File: src/rtl/fc_argmax.sv
// Argmax classifier stage: snapshots a vector of float32 activations on start and
// scans one node per cycle, reporting the index and value of the largest element.
module fc_argmax #(
  parameter int DATA_WIDTH   = 32,
  parameter int OUTPUT_NODES = 32,
  parameter int INDEX_WIDTH  = 5
) (
  input  logic                             clk,
  input  logic                             reset,
  input  logic                             start,
  input  logic [DATA_WIDTH*OUTPUT_NODES-1:0] input_fc,
  output logic                             busy,
  output logic                             done,
  output logic [INDEX_WIDTH-1:0]           class_index,
  output logic [DATA_WIDTH-1:0]            max_value
);

  // state | meaning
  // IDLE  | waiting for start; results held
  // SCAN  | walking snapshot nodes 1..OUTPUT_NODES-1 against the running best
  typedef enum logic {IDLE, SCAN} state_t;

  localparam logic [INDEX_WIDTH-1:0] LAST_IDX = INDEX_WIDTH'(OUTPUT_NODES - 1);
  localparam logic [INDEX_WIDTH-1:0] ONE_IDX  = INDEX_WIDTH'(1);

  state_t                  state_q, state_d;
  logic [DATA_WIDTH-1:0]   snap_q [OUTPUT_NODES];
  logic                    capture;
  logic [INDEX_WIDTH-1:0]  cnt_q, cnt_d;
  logic [INDEX_WIDTH-1:0]  best_idx_q, best_idx_d;
  logic [DATA_WIDTH-1:0]   best_val_q, best_val_d;
  logic                    done_q, done_d;
  logic [INDEX_WIDTH-1:0]  class_q, class_d;
  logic [DATA_WIDTH-1:0]   max_q, max_d;

  logic [DATA_WIDTH-1:0]   cand;
  logic [INDEX_WIDTH-1:0]  next_idx;
  logic [DATA_WIDTH-1:0]   next_val;

  // Monotonic unsigned key: flipping the sign bit of positives and all bits of
  // negatives makes plain unsigned compare follow float ordering.
  function automatic logic [DATA_WIDTH-1:0] order_key(input logic [DATA_WIDTH-1:0] v);
    if (v[DATA_WIDTH-1])
      return ~v;
    else
      return v ^ {1'b1, {(DATA_WIDTH-1){1'b0}}};
  endfunction

  always_comb begin
    state_d    = state_q;
    cnt_d      = cnt_q;
    best_idx_d = best_idx_q;
    best_val_d = best_val_q;
    done_d     = 1'b0;
    class_d    = class_q;
    max_d      = max_q;
    capture    = 1'b0;
    cand       = snap_q[cnt_q];
    next_idx   = best_idx_q;
    next_val   = best_val_q;

    case (state_q)
      IDLE: begin
        if (start) begin
          capture    = 1'b1;
          best_idx_d = '0;
          best_val_d = input_fc[DATA_WIDTH-1:0];
          cnt_d      = ONE_IDX;
          state_d    = SCAN;
        end
      end
      SCAN: begin
        // Strict greater-than so ties keep the lower index.
        if (order_key(cand) > order_key(best_val_q)) begin
          next_idx = cnt_q;
          next_val = cand;
        end
        best_idx_d = next_idx;
        best_val_d = next_val;
        cnt_d      = cnt_q + ONE_IDX;
        if (cnt_q == LAST_IDX) begin
          class_d = next_idx;
          max_d   = next_val;
          done_d  = 1'b1;
          cnt_d   = '0;
          state_d = IDLE;
        end
      end
      default: state_d = IDLE;
    endcase
  end

  always_ff @(posedge clk or negedge reset) begin
    if (!reset) begin
      state_q    <= IDLE;
      cnt_q      <= '0;
      best_idx_q <= '0;
      best_val_q <= '0;
      done_q     <= 1'b0;
      class_q    <= '0;
      max_q      <= '0;
    end else begin
      state_q    <= state_d;
      cnt_q      <= cnt_d;
      best_idx_q <= best_idx_d;
      best_val_q <= best_val_d;
      done_q     <= done_d;
      class_q    <= class_d;
      max_q      <= max_d;
    end
  end

  always_ff @(posedge clk or negedge reset) begin
    if (!reset) begin
      for (int i = 0; i < OUTPUT_NODES; i++) snap_q[i] <= '0;
    end else if (capture) begin
      for (int i = 0; i < OUTPUT_NODES; i++) snap_q[i] <= input_fc[DATA_WIDTH*i +: DATA_WIDTH];
    end
  end

  assign busy        = (state_q == SCAN);
  assign done        = done_q;
  assign class_index = class_q;
  assign max_value   = max_q;

endmodule

File: config.mk
export PLATFORM = sky130hd
export DESIGN_NAME = fc_argmax
export DESIGN_NICKNAME = d
export VERILOG_FILES = /design/src/rtl/fc_argmax.sv
export SDC_FILE = /design/constraint.sdc
export NUM_CORES = 2
export LEC_CHECK = 0
export BUFFER_PORTS_ARGS = -buffer_cell sky130_fd_sc_hd__buf_2
export CORE_AREA = 4 4 416 418
export CTS_BUF_LIST = sky130_fd_sc_hd__clkbuf_2 sky130_fd_sc_hd__clkbuf_4 sky130_fd_sc_hd__clkbuf_8
export DETAILED_ROUTE_END_ITERATION = 12
export DIE_AREA = 0 0 420 422
export GPL_TIMING_DRIVEN = 0
export MAX_ROUTING_LAYER = met4
export SLEW_MARGIN = 0
export SYNTH_ARGS = -nofsm -noshare
export SYNTH_HDL_FRONTEND = slang
export SYNTH_SLANG_ARGS = --single-unit
File: constraint.sdc
create_clock -name clk -period 4.4 [get_ports clk]
set_input_delay 0.88 -clock clk [delete_from_list [all_inputs] [get_ports clk]]
set_output_delay 0.88 -clock clk [all_outputs]
set_load 0.03 [all_outputs]
### Yosys cells after proc, flatten, opt, wreduce, memory -nomap -nowiden

Cells that the tools add are included.

| cells by class | value |
|---|---|
| magnitude comparators | 2 |
| multiplexer cells | 22 |
| bitwise operators | 6 |
| reduce and logical (&&, ||, !) cells | 1 |
| $add $sub $neg | 1 |
| equal/unequal tests | 2 |

Operators by type and width:

| kind | count |
|---|---|
| two-way mux 32 bit | 8 |
| binary-select mux 32 bit (select 5 bit) | 1 |
| NOT 32 bit | 2 |
| case mux 32 bit (2 select lines) | 1 |
| > comparator 32 bit | 1 |
| two-way mux 5 bit | 4 |
| case mux 5 bit (2 select lines) | 2 |
| >= comparator 6 bit (second input constant) | 1 |
| NOT 5 -> 6 bit | 1 |
| adder 5 x 1 -> 5 bit (second input constant) | 1 |
| equality test 5 bit (second input constant) | 1 |
| two-way mux 1 bit | 5 |
| NOT 1 bit | 3 |
| inequality test 2 bit (second input constant) | 1 |
| case mux 1 bit (2 select lines) | 1 |
| AND reduction 2 bit | 1 |

| word-level totals | value |
|---|---|
| bits of input ports | 1,027 |
| register bits after elaboration | 1,105 |
| output and inout port bits | 39 |

### Logic depth before layout (Yosys ltp)

| logic depth | value |
|---|---|
| depth in word-level cells | 10 |
| gate-level depth with buffers | 18 |

### Least setup slack after synthesis

No wires, ideal clock.

| timing | value |
|---|---|
| kind | register to register |
| start | register cnt_q[0] |
| end | register best_val_q[10] |
| cell stages (with the launch flop) | 17 |
| path buffers | 5 |
| setup time | 135 ps |
| required time | 4,265 ps |
| clock period less this slack | 4,114 ps |
| slack | 286 ps |
| arrival time | 3,979 ps |
| cells stage by stage | dfrtp_1 buf_6 buf_6 mux4_2 a221oi_2 o221ai_4 buf_6 xor2_1 ha_1 nand4_2 or3_4 or3b_4 o41a_1 buf_6 buf_6 nor3_1 o31ai_1 |

| on the way | value |
|---|---|
| longest elaborated chain between the ends | 10 |
| elaborated cells on any way between the ends | 11 |

Ends and longest elaborated chain:

| what | RTL line | RTL |
|---|---|---|
| start, declared | 29 | `logic [INDEX_WIDTH-1:0] cnt_q, cnt_d;` |
| start signal, assigned | 104 | `cnt_q <= cnt_d;` |
| NOT 5 -> 6 bit (not written as such) (*) | 58 | `cand = snap_q[cnt_q];` |
| binary-select mux 32 bit (select 5 bit) (*) | 58 |  |
| two-way mux 32 bit (not written as such) (*) (2 in series) | 58 |  |
| NOT 32 bit or NOT 1 bit (tied branches) | - |  |
| two-way mux 32 bit | 43 | `if (v[DATA_WIDTH-1])` |
| two-way mux 32 bit | 62 | `case (state_q)` |
| > comparator 32 bit | 74 | `if (order_key(cand) > order_key(best_val_q)) begin` |
| two-way mux 32 bit (*) | 74 |  |
| case mux 32 bit (2 select lines) (*) | 62 |  |
| end signal, assigned | 106 | `best_val_q <= best_val_d;` |
| end, declared | 31 | `logic [DATA_WIDTH-1:0] best_val_q, best_val_d;` |

Every way passes the cells marked *; elsewhere a longest branch is shown, timed or not. The select of a mux whose other input is x is not followed.
A chain may end at the register's enable or synchronous reset.

### Worst setup path after layout

| timing | value |
|---|---|
| start | register cnt_q[0] |
| end | register best_val_q[0] |

The elaborated chain is that of the path after synthesis.

==> impl_metrics.toml <==
[job]
drv_cap = 0

[floorplanning]
dieArea_sq_um = 177000
initial_core_util = 0.305
rows = 151
die_width_microns = 420
core-area_sq_um = 169000
die_h_microns = 422
ios = 1066

[clock_tree]
clk_path_buf_depth = 3
clkSlewWorstSetupHoldPaths_ps = 70
cts_max_level = 4
cts_made_buffers = 195
clk_latency_ps = 980
cts_tree = "yes"
clock-sinks = 1105
cts-root-buf = "clkbuf_8"

[synthesis]
synth-edff-count = 0
async_flop_share = 1.00
postSynthCellCount = 3517
synthesis.nets = 4578
syn-cell-area_sq_um = 51500
synthFlopType = "dfrtp_1"
synth.distinct_cells = 59
synth-seq-area-share = 0.537
synth-seq-cells = 1105
syn_avg_cell_area_sq_um = 14.7
yosysWarnings = 0

[final_layout]
layout.cells.non_filler = 7729
final_area_sq_um = 71300
nNetsFinal = 6336
syn_to_final_growth_pct = 38.3
drive_gt1_frac = 0.554

[drt]
avgViaCountPerCell = 5.12
routedWlPerCell_microns = 30.8
wirelength_microns = 238000
dr_total_vias = 39566
drtIter0Drc = 2707
firstDrtPassIters = 5
ant_nets = 0
drc = 0

[run_status]
outcome = "finished, violations left"
violations = "negative setup slack"

[placed_design]
place_inst = 6817
post_dp_cell_area_sq_um = 59900
dp_hpwl_microns = 185000
place.gp.congestion = 0.920
port_buffers = 1065

[global_route]
grt_first_pass_wirelength_microns = 324000
grt_max_degree = 169
antenna_found_initial = 82
grt.total_usage = 0.270
overflow = 0
grt_pass1_vias = 42267

[hold_path]
hold_class = "input pin to register"

[pwr]
power_mw = 64.1
p_per_area_nw_per_um2 = 899
peakVddDrop_mv = 1.21
p_leak_nw = 31.0

[setup_path]
end_kind = "register"
critical_path_class = "register to register"
required_ps = 5180
worstSetupStartpointType = "register"
critPathArrivalTime_ps = 5650
critPathMaxFanout = 10

[sta]
slew_headroom = 0.157
hold_viol = 0
worstMarginPinSlew_ps = 1260
rsz0062_at_grt = "true"
max_freq_mhz = 206
slew_violations = 0
min_period_ps = 4860
hold_ws_ps = 158
skew_ps = 57.8
setup_violations = 74
worst_slack_ps = -463
finalCritPeriodShare = 1.11
-- layout make-up --
cell class              count  area (sq um)
inverters                   4          15.0
clock buffers             307          3870
clock inverters            42           487
plain buffers             269          1940
multi-input cells        2138         23800
flip-flops and latches   1105         27700
well taps                2218          2780
repair buffers           1562         10600
fillers                 15820         97800
diodes                     84           210
-- routing by layer --
metal  part of all wire  track usage  vias up
met5                  0            -        -
met4              0.051        0.123        0
met3              0.058       0.0564      462
met2               0.51        0.457     1532
met1               0.38        0.306    20690
li1                   -            -    16882
-- cell usage after synthesis, types with 22 or more instances --
master	number	area, sq um
a22o_1	32	280
mux4_2	128	2880
xor2_1	31	272
nand2_1	142	533
mux2i_1	256	2560
a22oi_1	128	961
dfrtp_1	1105	27700
buf_2	38	190
xnor2_1	31	272
clkbuf_1	156	586
a21oi_1	22	110
o221ai_1	28	245
mux2_2	1056	11900
buf_6	36	405
ha_1	34	425
nor3_2	25	250
o31ai_1	65	488
-- cells by family (layout without fill, tap and decap cells) --
kind of cell | after synthesis | after routing | share of synthesized area
xor gates and xnor gates | 62 | 62 | 0.0105
DFF | 1105 | 1105 | 0.537
muxes | 1440 | 1440 | 0.336
and+or+nand+nor | 232 | 232 | 0.0225
adders and majority gates | 34 | 34 | 0.00825
buffers and inverters | 274 | 2184 | 0.0279
AOI/OAI and AO/OA | 370 | 370 | 0.0579
other | 0 | 84 | 0
-- registers in the layout, indices dropped and copies added, names as in the netlist --
signal,cells
best_idx_q,5
best_val_q,32
busy,1
class_index,5
cnt_q,5
done,1
max_value,32
snap_q,1024
-- cell usage in the layout, fill, tap and decap left out, types with 10 or more instances in the layout --
cell	instances
dfrtp_1	1104
buf_2	1095
mux2_2	1056
dlygate4sd3_1	440
clkbuf_8	252
mux2i_1	244
nand2_1	132
mux4_2	128
clkbuf_1	111
a22oi_1	106
diode_2	84
clkbuf_4	66
o31ai_1	50
buf_4	35
clkbuf_2	34
buf_6	34
nor3_4	34
ha_1	34
xor2_1	31
xnor2_1	31
a221oi_4	28
o221ai_2	26
buf_12	25
a21oi_2	23
a22oi_2	22
clkinv_2	22
a22o_1	19
a21oi_1	19
buf_16	17
o31ai_2	15
buf_1	14
buf_8	11
nor2_1	10
nand2_2	10
-- final timing paths --
| check | startpoint | to | slack [ps] | cells past startpoint |
|---|---|---|---|---|
| setup / recovery | cnt_q[0] | best_val_q[0] | -460 | 17 |
| hold / removal | input_fc[797] | snap_q[253] | 160 | 2 |
| setup reg to reg | cnt_q[0] | best_val_q[0] | -460 | 17 |
| hold reg to reg | max_value[19] | max_value[19] | 470 | 2 |
| max in group asynchronous | reset | snap_q[857] | 1050 | 5 |
| min in group asynchronous | reset | snap_q[654] | 500 | 2 |
-- report_power, final --
group | leakage (nW) | internal (mW) | total, mW | switching [mW]
Clock | 2.31 | 6.05 | 10.7 | 4.67
Sequential | 13.0 | 15.5 | 18.8 | 3.30
Combinational | 15.7 | 16.0 | 34.5 | 18.6
Total | 31.0 | 37.5 | 64.1 | 26.5
-- critical path: stages (launching register included) --
cell	delay, ps
dfrtp_2	410
buf_12	120
buf_16	150
buf_16	180
buf_16	170
mux4_2	620
a221oi_4	510
o221ai_2	200
xor2_1	180
ha_1	320
nand4_1	130
or3_4	440
or3b_4	440
o41a_1	160
buf_12	180
buf_12	160
nor3_4	170
o31ai_1	80
-- per-stage QoR --
step / utilization / TNS (ps) / setup slack (ps)
after floorplan: - / 0 / 286
after global placement: 0.353 / - / -22540
after detailed placement: 0.355 / -224520 / -2400
after CTS: 0.416 / -25620 / -414
after global routing: 0.421 / -43720 / -628
final: 0.421 / -30750 / -463
-- repair_timing --
item,in CTS,in global routing
pin swaps,11,90
hold buffers,440,0
endpoints found under the hold margin,564,0
gates cloned,3,4
setup endpoints to repair,75,74
setup buffers,19,14
gates resized for setup,304,106
(Power assumes the default switching activity.)
